File: src/rtl/pipe_reg_chain.sv
// Elastic register chain: DEPTH valid/data stages with combinational back-pressure,
// bubble collapse, clock enable, synchronous clear and an occupancy count.
module pipe_reg_chain #(
    parameter int WIDTH  = 18,
    parameter int DEPTH  = 2,
    parameter bit BYPASS = 1'b0,
    localparam int CW    = $clog2(DEPTH + 1)
) (
    input  logic             clk,
    input  logic             rst,
    input  logic             ce,
    input  logic             sclr,
    input  logic             in_valid,
    output logic             in_ready,
    input  logic [WIDTH-1:0] in_data,
    output logic             out_valid,
    input  logic             out_ready,
    output logic [WIDTH-1:0] out_data,
    output logic [CW-1:0]    count
);

    generate
        if (BYPASS) begin : g_bypass
            logic w_unused_bp;

            assign out_valid   = in_valid;
            assign in_ready    = out_ready;
            assign out_data    = in_data;
            assign count       = '0;
            assign w_unused_bp = &{1'b0, clk, rst, ce, sclr};
        end else begin : g_chain
            logic [DEPTH-1:0]            r_v;
            logic [DEPTH-1:0][WIDTH-1:0] r_d;
            logic [CW-1:0]               r_cnt;
            logic [DEPTH-1:0]            w_rdy;
            logic [DEPTH-1:0]            w_up_v;
            logic [DEPTH-1:0][WIDTH-1:0] w_up_d;
            logic                        w_act;
            logic                        w_in_xfer;
            logic                        w_out_xfer;

            // A stage is ready if it or any stage downstream of it is empty, or the
            // sink accepts; built as a running OR so no signal feeds back on itself.
            always_comb begin
                logic w_acc;
                w_rdy = '0;
                w_acc = out_ready;
                for (int i = DEPTH - 1; i >= 0; i--) begin
                    w_acc    = w_acc | !r_v[i];
                    w_rdy[i] = w_acc;
                end
            end

            always_comb begin
                w_up_v    = '0;
                w_up_d    = '0;
                w_up_v[0] = in_valid;
                w_up_d[0] = in_data;
                for (int i = 1; i < DEPTH; i++) begin
                    w_up_v[i] = r_v[i-1];
                    w_up_d[i] = r_d[i-1];
                end
            end

            assign w_act      = ce & !sclr;
            assign in_ready   = w_rdy[0] & w_act;
            assign out_valid  = r_v[DEPTH-1] & w_act;
            assign out_data   = r_d[DEPTH-1];
            assign count      = r_cnt;
            assign w_in_xfer  = in_valid & in_ready;
            assign w_out_xfer = out_valid & out_ready;

            always_ff @(posedge clk or posedge rst) begin
                if (rst) begin
                    r_v   <= '0;
                    r_d   <= '0;
                    r_cnt <= '0;
                end else if (sclr) begin
                    r_v   <= '0;
                    r_d   <= '0;
                    r_cnt <= '0;
                end else if (ce) begin
                    for (int i = 0; i < DEPTH; i++) begin
                        if (w_rdy[i]) begin
                            r_v[i] <= w_up_v[i];
                            if (w_up_v[i]) r_d[i] <= w_up_d[i];
                        end
                    end
                    case ({w_in_xfer, w_out_xfer})
                        2'b10:   r_cnt <= r_cnt + CW'(1);
                        2'b01:   r_cnt <= r_cnt - CW'(1);
                        default: r_cnt <= r_cnt;
                    endcase
                end
            end
        end
    endgenerate

endmodule

File: config.mk
export PLATFORM = sky130hd
export DESIGN_NAME = pipe_reg_chain
export DESIGN_NICKNAME = d
export VERILOG_FILES = /design/src/rtl/pipe_reg_chain.sv
export SDC_FILE = /design/constraint.sdc
export NUM_CORES = 1
export LEC_CHECK = 0
export BUFFER_PORTS_ARGS = -buffer_cell sky130_fd_sc_hd__buf_2
export CORE_MARGIN = 10
export CORE_UTILIZATION = 52
export CTS_BUF_LIST = sky130_fd_sc_hd__clkbuf_4 sky130_fd_sc_hd__clkbuf_8 sky130_fd_sc_hd__clkbuf_16
export DETAILED_ROUTE_END_ITERATION = 8
export PLACE_DENSITY = 0.83
export SETUP_SLACK_MARGIN = 0.5
export SYNTH_ARGS = -nofsm -noshare
export SYNTH_HDL_FRONTEND = slang
export SYNTH_SLANG_ARGS = --single-unit
File: constraint.sdc
create_clock -name clk -period 1.65 [get_ports clk]
set_input_delay 0 -clock clk [delete_from_list [all_inputs] [get_ports clk]]
set_output_delay 0 -clock clk [all_outputs]
set_load 0.02 [all_outputs]
Yosys cells after proc, flatten, opt, wreduce, memory -nomap -nowiden
Cells that the tools add are included.
W data, S select, Z words.
{ "totals": {"regBits": 40} }
{ "classes": {"reduce_logical": 14, "add_sub_neg": 2, "bitwise_logic": 7, "eq_ne": 2, "muxes": 13} }
{ "op_table": {"columns": ["op", "n"], "rows": [
  ["$mux W18", 4],
  ["$mux W36", 2],
  ["$reduce_bool A2 Y1", 5],
  ["$mux W2", 4],
  ["$reduce_and A2 Y1", 3],
  ["$reduce_and A3 Y1", 2],
  ["$and A1 B1 Y1", 5],
  ["$pmux W2 S2", 1],
  ["$logic_not A1 Y1", 3],
  ["$reduce_bool A3 Y1", 1],
  ["$add A2 B1 Y2 const B", 1],
  ["$eq A2 B1 Y1 const B", 1],
  ["$eq A2 B2 Y1 const B", 1],
  ["$mux W1", 2],
  ["$or A1 B1 Y1", 2],
  ["$sub A2 B1 Y2 const B", 1]
]} }

Depth between registers and ports, before layout
Gate-level depths: netlist (run 1).
{ "logic_depth": {"ltp_word": 9, "depth_mapped": 6, "ltp_nobuf": 3} }

Worst setup path after synthesis (run 1)
No wires, ideal clock.
{ "synth_timing": {"path_type": "reg2reg", "start": "register g_chain.r_v[1]", "end": "register g_chain.r_d, in the netlist out_data[0]", "t_required_ps": 1529, "stages_incl_launch_ff": 6, "path_buffers": 2, "path_slack_ps": 393, "setup_time_ps": 121, "arrival_time_ps": 1136, "cell_sequence": "dfrtp_1 -> nand2b_4 -> and4b_1 -> buf_6 -> buf_8 -> a22o_1"} }
{ "synth_between": {"elab_chain_len": 4} }
{ "synth_lines": {"columns": ["element", "line", "text"], "rows": [
  ["start: declaration", "32", "logic [DEPTH-1:0] r_v;"],
  ["start signal: indexed assignment", "85", "r_v[i] <= w_up_v[i];"],
  ["$logic_not A1 Y1", "49", "w_acc = w_acc | !r_v[i];"],
  ["$or A1 B1 Y1", "49", null],
  ["$reduce_bool A2 Y1 (no line)", null, null],
  ["$reduce_and A3 Y1 (no line)", null, null],
  ["end signal: indexed assignment", "86", "if (w_up_v[i]) r_d[i] <= w_up_d[i];"],
  ["end: declaration", "33", "logic [DEPTH-1:0][WIDTH-1:0] r_d;"]
]} }
Every way passes these cells.
A chain may end at the register's enable or synchronous reset.

Worst setup path in the final report (run 1)
{ "layout_timing": {"start": "register g_chain.r_v[1]", "end": "register g_chain.r_d, in the netlist out_data[11]"} }
Same word-level chain as after synthesis.

==> results.txt, run 1 <==
- The run finished with clean final reports.
- Total overflow reported by the global router: 0
- After detailed routing, the number of remaining DRC violations is 0.
- CTS sink cnt: 40
* R2r setup slk: ~0.34 ns
* Fin crit share: around four fifths
- The worst hold path was traced through 4 stages.
- Detailed routing inserted a total of between 1500 and 2000 vias.
* Total routing usage reported by global routing: between 10 and 15%
* Library cell contributing the largest single delay on the critical path: dfrtp_2
- Maximum clock path buffer count: 2
* Synth warn: 0
- Number of nets still failing antenna checks after routing: 0
- Peak supply drop: around 0.45 mV
- Width of the chip: 79.92 um
* Number of global-route vias before repair: 1511
* TritonCTS clock tree: built
- Average size of a mapped cell: approximately 11 sq um
- The synthesized design contains 0 enable-type register cells.
* Sequential element share of the synthesized area: 53.62%
- The post-route netlist has around 39% of its cells at a drive strength greater than 1.
- Synthesis-to-finish area growth: 28.35%
- For this design the top-level I/O count stands at 46.
* Number of detailed-routing iterations run before antenna repair: 4
- Critical Path Start Type: register
- During placement, the flow inserted port buffers numbering 45.
* Min-Delay Endpoint: g_chain.r_v[1]
- Number of antenna violations at the first check in global routing: 0
* Worst hold slack: approximately 0.044 ns
- Placed instance area: between 1500 and 2000 sq um
* Root buffer cell: clkbuf_4
* Total power density per cell area: around 740 nW/um^2
* Startpoint of the lowest-slack hold path: out_ready
- Cell total after placement: about 240
* Hold violation count in the final report: 0
* Endpoints failing setup: 0
- After clock tree synthesis, the clock-pin slew on the worst setup and hold paths is 0.10 ns.
- Critical Path, Cell by Cell: buf_4 -> nand2b_4 -> a31oi_4 -> buf_6 -> a22o_1
- In this run the critical register-to-register path is launched from g_chain.r_v[1].
* DRC marker count from the first detailed-route iteration: 130
* Period minus WS final: approximately 1.3 ns
* Worst-skew pair later-pin latency: between 0.3 and 0.4 ns
* Measured slew at the worst slew-check pin: 0.8500 ns
- After routing the design area is 2396 sq um.
* Post-Synthesis Cell Area: approximately 1900 sq um
- The number of cells on the worst reg-to-reg path is 5.
* Count of different cell masters after synthesis: 28
* Wire per inst: 17.65 um
- Of all nets on the critical path, the largest fanout is 8.
- Routability-driven placement finished with a final weighted congestion of about 0.8.
* Core area: 3390 sq um
- The number of clock buffers added by TritonCTS is 5.
- Slew HR: between 40% and 50%
* Async SR Flop Fraction: 100.0%
* Register cell area after layout: 1005 sq um
- Gate count after technology mapping: about 170
* Number of synthesized register bits: 40
- Total of fill cells in the finished design: 227
- Net Count, Synth: 196
- Detail-routed via count per cell: ~5.6
- In the synthesized netlist the dominant register cell turns out to be dfrtp_1.
* Clock skew after layout: ~0.011 ns
- Final Routed Wirelength: 4.853 mm
- Count of antenna diodes in the layout: 0
- The H-tree was split into 2 levels.
- At the worst endpoint, the required time is roughly 1.9 ns.
- Final-layout setup total negative slack: 0 ns
- Vertical extent of the die: ~80 um
- For this configuration, the core starts out at a cell density of about 55%.
* Max-capacitance violation count: 0
- The worst setup path is captured at a register.
- The setup path with the least slack is of type register to register.
* Highest clock rate: about 760 MHz
* Cell Count, Final, Fillers Out: between 200 and 300
- Data arrival time of the critical path: between 1.5 and 2 ns
- Estimated wirelength of the detail-placed design: ~2.8 mm
* Net total in the final layout: about 250
- Setup repair after global routing missed its margin: yes
- In this design, the stage delay of the slowest critical-path cell is 0.46 ns.
- The multi-input combinational cells in the finished layout cover a total of 694.4 sq um.
- In this run the worst hold path is classified as primary input to register.
- The die covers approximately 6400 sq um.
- Terminus of the critical flop-to-flop path: out_data[11]
* Wire length of the first global-routing pass: between 7 and 8 mm
- Summed over all cells, the static leakage comes to around 1.2 nW.
- The number of pins with negative max-slew slack in the final report was 0.
* Maximum number of pins on one net before global-route repair: 41
- The floorplan has 21 rows.
synthesized netlist by cell type (all sizes together) (2+ instances only):
cell,number,share of area (%)
nand3,19,5.1
a21oi,20,5.4
a22o,18,8.4
nand2,2,0.40
nor3,2,0.54
a22oi,2,0.80
buf,28,11
nor2,2,0.40
mux2,2,1.2
o21ai,19,5.1
clkbuf,4,0.80
inv,2,0.40
dfrtp,40,54
registers in the layout, summed over array words and instances, names as in the netlist:
| signal | flops |
|---|---|
| g_chain.r_d | 18 |
| out_data | 18 |
| count | 2 |
| g_chain.r_v | 2 |
layer usage:
layer  routed length (um)  vias to the layer above  track usage (%)
li1                     -                      713                -
met1                 1996                      769            17.47
met2                 2469                       59            24.64
met3                  306                       11            4.279
met4                   81                        0            4.401
met5                    0                        -                0
per-stage QoR:
| stage | setup WS (ns) | utilization (%) | total power, mW |
|---|---|---|---|
| floorplan | 0.4348 | - | 1.161 |
| global placement | 0.2281 | 58.07 | 1.208 |
| detailed placement | 0.1856 | 58.07 | 1.212 |
| CTS | 0.3330 | 69.07 | 1.750 |
| global route | 0.2852 | 70.69 | 1.845 |
| finish | 0.3413 | 70.69 | 1.767 |
area by class of cell:
| class | instances | area share (%) |
|---|---|---|
| Clock buffer | 7 | 2.193 |
| Tap cell | 46 | 2.402 |
| Timing Repair Buffer | 80 | 23.97 |
| Multi-Input combinational cell | 99 | 28.98 |
| Sequential cell | 40 | 41.93 |
| Clock inverter | 1 | 0.2089 |
| Inverter | 2 | 0.3133 |
cells by family (layout without fill, tap and decap cells):
kind of cell | count (synthesis) | after routing | synth area share (%)
xor+xnor | 1 | 1 | 0.4693
mux | 2 | 2 | 1.206
flops | 40 | 40 | 53.62
compound gates | 61 | 61 | 21.38
buf+inv | 34 | 90 | 12.60
simple gates | 34 | 35 | 10.72
power breakdown:
| part | switching (mW) | leakage [nW] | internal [mW] | total [mW] |
|---|---|---|---|---|
| clock | 0.295 | 0.0361 | 0.199 | 0.494 |
| combinational | 0.130 | 0.612 | 0.115 | 0.246 |
| sequential | 0.0192 | 0.545 | 1.01 | 1.03 |
| total | 0.444 | 1.19 | 1.32 | 1.77 |
cells in the final DEF (no fill, tap or decap), types with 3 or more instances in the layout:
master	Yosys	final
a22o_1	18	18
o21ai_2	0	5
a21oi_1	20	18
dfrtp_1	40	37
clkbuf_4	0	7
o21ai_1	0	11
nand3_1	19	19
o21ai_0	19	3
buf_4	20	11
dlygate4sd3_1	0	20
buf_6	2	5
buf_2	5	43
dfrtp_2	0	3
critical path: cells and delay by family (launching register included):
family	cells	cell delay, ns
flops	1	0.46
simple gates	1	0.09
buf+inv	2	0.31
compound gates	2	0.34
how the worst max path moves through the flow:
stage                               from      endpoint  depth (start not counted)
final                     g_chain.r_v[1]  out_data[11]                          5
after global routing      g_chain.r_v[1]      in_ready                          3
after CTS                 g_chain.r_v[1]      in_ready                          3
after detailed placement  g_chain.r_v[1]  out_data[11]                          3
after global placement    g_chain.r_v[1]   out_data[4]                          3
after floorplan           g_chain.r_v[1]      count[1]                          3
timing repair:
action	4_1_cts	5_1_grt
pin swaps	9	4
resized for setup	20	18
endpoints found under the setup margin	40	40
setup buffers	8	0
hold buffers	20	0
gates cloned	1	2
endpoints found under the hold margin	59	0
(Power assumes the default switching activity.)
==> inputs of run 2 (changes only) <==
Settings changed: CORE_UTILIZATION 52 to 47, PLACE_DENSITY 0.83 to 0.8.
Clock period 1.65 ns to 1.1 ns, I/O delays scaled along.
==> run 2 against run 1 <==
The flow now finishes with violations (negative hold slack, negative setup slack); via count up 5.8%; combinational power up 94%; setup slack worse by 0.58 ns; sequential cell count unchanged; clock power rose to 2.8 times the previous value; cell area up 29%; die area up 7.9%; worst hold slack worse by 0.37 ns; register-to-register slack worse by 0.58 ns; critical endpoint is now g_chain.r_d[2].
==> results.txt, run 2 (synthesis results as in run 1) <==
- The cell area after layout is 3084 sq um (was 2396 sq um).
- Estimated wirelength of the detail-placed design: 2.864 mm (was 2.763 mm)
- The utilization after layout was 82.39% (was 70.69%).
- The vertical die dimension was 83.02 um (was 79.92 um).
- The floorplan die area was 6892 sq um (was 6386 sq um).
- The placed cell area is 2102 sq um (was 1968 sq um).
- The number of pins with negative max-slew slack in the final report is 0 (unchanged).
* Violations in the final reports: negative hold slack, negative setup slack
- The count of hold buffers inserted by post-cts repair was 2 (was 20).
* Number of cells on the worst reg-to-reg path: 5 (unchanged)
* Gate power share: 14.0% (was 13.9%)
* Maximum clock path buffer count: 2 (unchanged)
- Final Routed Wirelength: 6.334 mm (was 4.853 mm)
- IO Port Bufs: 45 (unchanged)
- The count of inserted antenna diode cells came to 0 (unchanged).
- The total via count after detailed routing is 1642 (was 1552).
- # H-tree levels: 2 (unchanged)
- The pin count of the biggest net entering global routing came to 27 (was 41).
- Largest stage delay on the critical path: 0.41 ns (was 0.46 ns)
- CTS sink cnt: 40 (unchanged)
- TritonCTS clock tree: built (unchanged)
- Critical Path Start Type: register (unchanged)
* Worst hold slack: -0.3212 ns (was 0.04435 ns)
* Data arrival time of the critical path: 1.51 ns (was 1.53 ns)
- The number of nets still failing antenna checks after routing is 0 (unchanged).
* Net total in the final layout: 254 (was 252)
- Measured slew at the worst slew-check pin: 0.4939 ns (was 0.8500 ns)
- The DRC violation total after the first TritonRoute iteration was 104 (was 130).
* Synthesis-to-finish area growth: 65.21% (was 28.35%)
- The type of the tightest min-delay check was primary input to async pin (was primary input to register).
* Number of antenna violations at the first check in global routing: 0 (unchanged)
- Startpoint of the most critical register-to-register path: g_chain.r_v[0] (was g_chain.r_v[1])
* Highest clock rate: 747.4 MHz (was 764.1 MHz)
* Commonest non-fill, non-tap cell in the layout: dfrtp_1 (was buf_2)
- The worst setup path category was register to register (unchanged).
- The critical path startpoint is g_chain.r_v[0] (was g_chain.r_v[1]).
- The leakage power of the design came to 1.368 nW (was 1.193 nW).
* Wire per inst: 22.78 um (was 17.65 um)
* Most frequent cells in the layout: dfrtp_1, buf_6, buf_2 (was buf_2, dfrtp_1, dlygate4sd3_1)
- Root buffer cell: clkbuf_8 (was clkbuf_4)
- Width of the chip: 83.02 um (was 79.92 um)
- Final setup slack of the worst path: -0.2379 ns (was 0.3413 ns)
- Row count: 22 (was 21)
- Period minus WS final: 1.338 ns (was 1.309 ns)
- The sum of negative setup slack was -7.430 ns (was 0 ns).
* Status: finished with violations (was finished clean)
* Global routing's busiest layer: met2 (unchanged)
- The I/O pin count was 46 (unchanged).
- Met2 GRT Util: 23.81% (was 24.64%)
* Proportion of power drawn by flip-flops and latches: 45.5% (was 58.1%)
- The register-to-register path setup slack is -0.24 ns (was 0.34 ns).
- The global routing met3 resource utilization came to 4.102% (was 4.279%).
- The total chip power is 3.415 mW (was 1.767 mW).
- Library cell contributing the largest single delay on the critical path: dfrtp_2 (unchanged)
* Net switching power: 794.3 uW (was 444.3 uW)
- Switching share of power: 23.26% (was 25.14%)
* Setup repair after global routing missed its margin: yes (unchanged)
- The share of cells above drive strength 1 is 65.22% (was 38.86%).
* Routing usage on met1: 14.34% (was 17.47%)
- Max FO, Critical Path: 5 (was 8)
* Total routing usage reported by global routing: 13.51% (was 14.62%)
* DRC violations left: 0 (unchanged)
- Critical Path RT: 1.27 ns (was 1.87 ns)
- Endpoint kind of the worst setup timing path: register (unchanged)
- Wire length of the first global-routing pass: 7.872 mm (was 7.479 mm)
* Clock slew seen by the registers of the worst setup and hold paths: 0.07 ns (was 0.10 ns)
- Core area: 3744 sq um (was 3390 sq um)
- Terminus of the critical flop-to-flop path: g_chain.r_d[2] (was out_data[11])
- The part of the total power dissipated in the clock network was 40.5% (was 28.0%).
- The number of clock buffers inserted by TritonCTS was 5 (unchanged).
* Total overflow reported by the global router: 0 (unchanged)
- Critical Path, Cell by Cell: and3b_2 -> buf_8 -> buf_12 -> o21ai_1 -> a21oi_2 (was buf_4 -> nand2b_4 -> a31oi_4 -> buf_6 -> a22o_1).
* Slew HR: 67.07% (was 43.20%)
- Endpoints failing setup: 40 (was 0)
- The number of global-route vias before repair came to 1634 (was 1511).
- The iteration count of the initial detailed-routing pass is 4 (unchanged).
* Fin crit share: 121.6% (was 79.31%)
- The last weighted congestion value of the routability-driven placer was 0.7574 (was 0.7946).
* Hold violation count in the final report: 55 (was 0)
- The internal power consumption is 2.621 mW (was 1.323 mW).
- The vias per cell came to 5.906 (was 5.644).
- Worst-skew pair later-pin latency: 0.29 ns (was 0.34 ns)
- Max-capacitance violation count: 0 (unchanged)
- The power per cell area was 1107 nW/um^2 (was 737.4 nW/um^2).
- Starting density of the core: 49.87% (was 55.08%)
- Clock skew after layout: 0.004493 ns (was 0.01071 ns)
* Destination of the critical timing path: g_chain.r_d[2] (was out_data[11])
* Peak supply drop: 0.8632 mV (was 0.4514 mV)
-- run 2: critical path: cells and delay by family, from the launching register on --
family / cells / cell delay, ns
buffers and inverters: 2 / 0.29
and+or+nand+nor: 1 / 0.24
AOI/OAI and AO/OA: 2 / 0.27
DFF: 1 / 0.41
-- run 2: cell type report --
cell class,count,area (sq um)
Timing Repair Buffer,83,874.6
Clock inverter,2,60.06
Sequential cell,40,1005
Clock buffer,5,68.82
Fill cell,182,659.4
Tap cell,48,60.06
Multi-Input combinational cell,98,1005
Inverter,2,11.26
-- run 2: worst min path at each step --
stage | endpoint | from | cells after the start
after floorplan | count[1] | rst | 1
after CTS | out_data[12] | rst | 2
final | out_data[13] | rst | 2
after global placement | out_data[12] | rst | 2
after global routing | out_data[12] | rst | 2
after detailed placement | out_data[12] | rst | 2
-- run 2: per-stage QoR --
stage | instances | hold slack, ns | setup slack (ns)
floorplan | 172 | -0.02129 | -0.1146
global placement | 244 | -0.01606 | -0.1499
detailed placement | 244 | -0.01684 | -0.1675
CTS | 270 | -0.3245 | -0.2043
global route | 278 | -0.3061 | -0.2793
finish | 278 | -0.3212 | -0.2379
-- run 2: metal layers --
layer	up-vias	share of wire (%)
met5	-	0
met4	0	1.9
li1	728	-
met3	16	7.7
met1	827	38
met2	71	52
-- run 2: what timing repair did --
item / CTS / global route
pin swaps: 9 / 20
gates resized for setup: 63 / 58
endpoints found under the hold margin: 57 / 29
cloned: 2 / 6
buffers inserted: 15 / 2
endpoints found under the setup margin: 62 / 62
-- run 2: power groups by stage --
stage,clock network [mW],logic [mW],registers (mW)
global route,1.46,0.509,1.56
CTS,1.38,0.368,1.54
global placement,0,0.286,1.57
detailed placement,0,0.289,1.57
finish,1.38,0.478,1.55
floorplan,0,0.187,1.57
==> inputs of run 3 (changes only) <==
Settings changed: CORE_UTILIZATION 47 to 52, PLACE_DENSITY 0.8 to 0.83.
Clock period 1.1 ns to 1.4 ns, I/O delays scaled along.
==> run 3 against run 2 <==
The run now ends clean; worst hold slack improved by 0.33 ns; global-route usage up 4.2 points; clock skew rose by 0.0074 ns; setup slack better by 0.26 ns; wire length fell by 1.3%; clock power is 43% lower; clock-buffer cell count is the same; sequential power fell by 21%; first-iteration DRC count grew 77%; cell count rose by 7.2%; power shrank 30%; utilization increased by 5.0 points; largest cell class unchanged.
==> results.txt, run 3 (synthesis results as in run 1) <==
- Status: finished clean (was finished with violations)
- Final Max Slew Viols: 0 (unchanged)
- Wire per inst: 20.97 um (was 22.78 um)
* Via count: 1745 (was 1642)
- Worst setup timing slack at the placement stage: -0.04590 ns (was -0.1675 ns)
* Number of global-route vias before repair: 1721 (was 1634)
- The maximum fanout along the worst path is 6 (was 5).
- Width of the chip: 79.92 um (was 83.02 um)
* Worst hold slack: 0.006079 ns (was -0.3212 ns)
- The vertical die dimension is 79.92 um (was 83.02 um).
- The post-route DRC violation count was 0 (unchanged).
* Clock skew after layout: 0.01185 ns (was 0.004493 ns)
- Data arrival time of the critical path: 1.63 ns (was 1.51 ns)
- Critical Path RT: 1.65 ns (was 1.27 ns)
- The least setup slack across all paths after layout was 0.02312 ns (was -0.2379 ns).
- The floorplan die area came to 6386 sq um (was 6892 sq um).
- Most frequent cells in the layout: dfrtp_1, buf_6, buf_4 (was dfrtp_1, buf_6, buf_2)
- The last weighted congestion value of the routability-driven placer was 0.7993 (was 0.7574).
- The DRC violation total after the first TritonRoute iteration came to 184 (was 104).
* Number of buffers added by the clock tree synthesis step: 5 (unchanged)
- The global-route wire length before repair is 8.859 mm (was 7.872 mm).
- The total grt overflow came to 0 (unchanged).
- The placed cell count is 243 (was 244).
- Number of antenna violations at the first check in global routing: 0 (unchanged)
- Starting density of the core: 55.08% (was 49.87%)
- Period minus WS final: 1.377 ns (was 1.338 ns)
- The total routing usage reported by global routing came to 17.75% (was 13.51%).
* Portion of total power attributed to the clock network: 32.8% (was 40.5%)
* Number of detailed-routing iterations run before antenna repair: 4 (unchanged)
* Maximum number of pins on one net before global-route repair: 22 (was 27)
* Cell Count, Final, Fillers Out: 298 (was 278)
- The type of destination of the critical path was a register (unchanged).
- Commonest non-fill, non-tap cell in the layout: dfrtp_1 (unchanged)
- Path category of the worst min-delay check: primary input to register (was primary input to async pin)
- Final-layout setup total negative slack: 0 ns (was -7.430 ns)
- Net switching power: 636.4 uW (was 794.3 uW)
- Fin crit share: 98.35% (was 121.6%)
- Switching share of power: 26.69% (was 23.26%)
- Row count: 21 (was 22)
- Root buffer cell: clkbuf_4 (was clkbuf_8)
- The actual transition at the worst max-transition pin is 0.4637 ns (was 0.4939 ns).
* Clock slew seen by the registers of the worst setup and hold paths: 0.13 ns (was 0.07 ns)
* Setup repair after global routing missed its margin: yes (unchanged)
* Gate power share: 16.0% (was 14.0%)
* Peak supply drop: 0.7034 mV (was 0.8632 mV)
- Total power density per cell area: 805.4 nW/um^2 (was 1107 nW/um^2)
- The aggregate routed wire length is 6.249 mm (was 6.334 mm).
* Cell leakage power: 1.373 nW (was 1.368 nW)
- Net total in the final layout: 275 (was 254)
- The max-cap check violation count was 0 (unchanged).
- Internal power: 1.748 mW (was 2.621 mW)
* Layout cells sized above 1: 54.76% (was 65.22%)
- The number of endpoints with negative hold slack in the final report came to 0 (was 55).
- The count of inserted antenna diode cells is 0 (unchanged).
- Proportion of power drawn by flip-flops and latches: 51.1% (was 45.5%)
- IO Port Bufs: 45 (unchanged)
- Detail-routed via count per cell: 5.856 (was 5.906)
- The core footprint was 3390 sq um (was 3744 sq um).
- Endpoints failing setup: 0 (was 40)
* TritonCTS clock tree: built (unchanged)
- # H-tree levels: 2 (unchanged)
* Number of top-level pins: 46 (unchanged)
- Total of fill cells in the finished design: 143 (was 182)
* CTS sink cnt: 40 (unchanged)
* Highest clock rate: 726.3 MHz (was 747.4 MHz)
- The worst setup path category is register to register (unchanged).
- The insertion delay of the later-clocked pin in the worst-skew pair is 0.36 ns (was 0.29 ns).
* Maximum clock path buffer count: 2 (unchanged)
* Estimated wirelength of the detail-placed design: 2.869 mm (was 2.864 mm)
* Critical Path Start Type: register (unchanged)
- The max-slew headroom at the worst pin was 69.02% (was 67.07%).
- Synthesis-to-finish area growth: 58.58% (was 65.21%)
* Number of nets still failing antenna checks after routing: 0 (unchanged)
==> run 3: changes by cell type in the layout (fill, tap and decap cells not counted), sizes merged <==
cell / previous run / this run
clkinvlp: 1 / 2
dlygate4sd3: 2 / 19
bufinv: 2 / 1
and4b: 1 / 2
clkbuf: 10 / 7
clkinv: 0 / 1
buf: 76 / 82
==> run 3: power by group through the flow <==
stage / Sequential, mW / Clock, mW / Combinational, mW
finish: 1.22 / 0.783 / 0.383
global route: 1.22 / 0.846 / 0.405
CTS: 1.21 / 0.761 / 0.332
detailed placement: 1.23 / 0 / 0.217
global placement: 1.23 / 0 / 0.213
floorplan: 1.23 / 0 / 0.147
==> run 3: path summary, 6_finish.rpt <==
| check | start | endpoint | slack [ns] | cells after the start |
|---|---|---|---|---|
| setup / recovery | g_chain.r_v[1] | g_chain.r_d[7] | 0.02 | 5 |
| hold / removal | out_ready | g_chain.r_v[1] | 0.006 | 4 |
| setup reg to reg | g_chain.r_v[1] | g_chain.r_d[7] | 0.02 | 5 |
| hold reg to reg | g_chain.r_d[12] | out_data[12] | 0.51 | 1 |
| max in group asynchronous | rst | out_data[16] | 0.70 | 4 |
| min in group asynchronous | rst | g_chain.r_d[6] | 0.20 | 3 |
==> run 3: repair_timing <==
item,4_1_cts,5_1_grt
setup buffers,23,2
resized for setup,66,36
hold buffers,19,0
endpoints found under the hold margin,58,0
setup endpoints to repair,61,62
pin swaps,25,9
gates cloned,2,1
==> run 3: worst max-delay path: stages, from the launching register on <==
cell and delay (ns):
dfrtp_2 0.47, and3b_2 0.25, buf_6 0.14, clkbuf_16 0.16, o21ai_2 0.14, a21oi_1 0.10
==> run 3: through the flow <==
step | area [sq um] | utilization, % | power [mW]
2_1_floorplan | 1914 | - | 1.379
3_3_place_gp | 2044 | 60.32 | 1.444
3_5_place_dp | 2044 | 60.32 | 1.451
4_1_cts | 2761 | 81.47 | 2.305
5_1_grt | 2960 | 87.34 | 2.474
6_report | 2960 | 87.34 | 2.384
==> run 3: final cells by class <==
| type | instances | area, sq um | share of cell area, % |
|---|---|---|---|
| Clock buffer | 5 | 37.54 | 1.268 |
| Clock inverter | 3 | 42.54 | 1.437 |
| Inverter | 2 | 11.26 | 0.3804 |
| Multi-Input combinational cell | 99 | 859.6 | 29.04 |
| Sequential cell | 40 | 1005 | 33.94 |
| Tap cell | 46 | 57.56 | 1.944 |
| Timing Repair Buffer | 103 | 947.2 | 31.99 |
==> run 3: metal layers <==
layer  up-vias  GRT usage [%]  part of all wire (%)
li1        765              -                     -
met1       842          20.31                    39
met2       115          31.94                    50
met3        23          4.842                   7.9
met4         0          3.873                   3.3
met5         -              0                     0
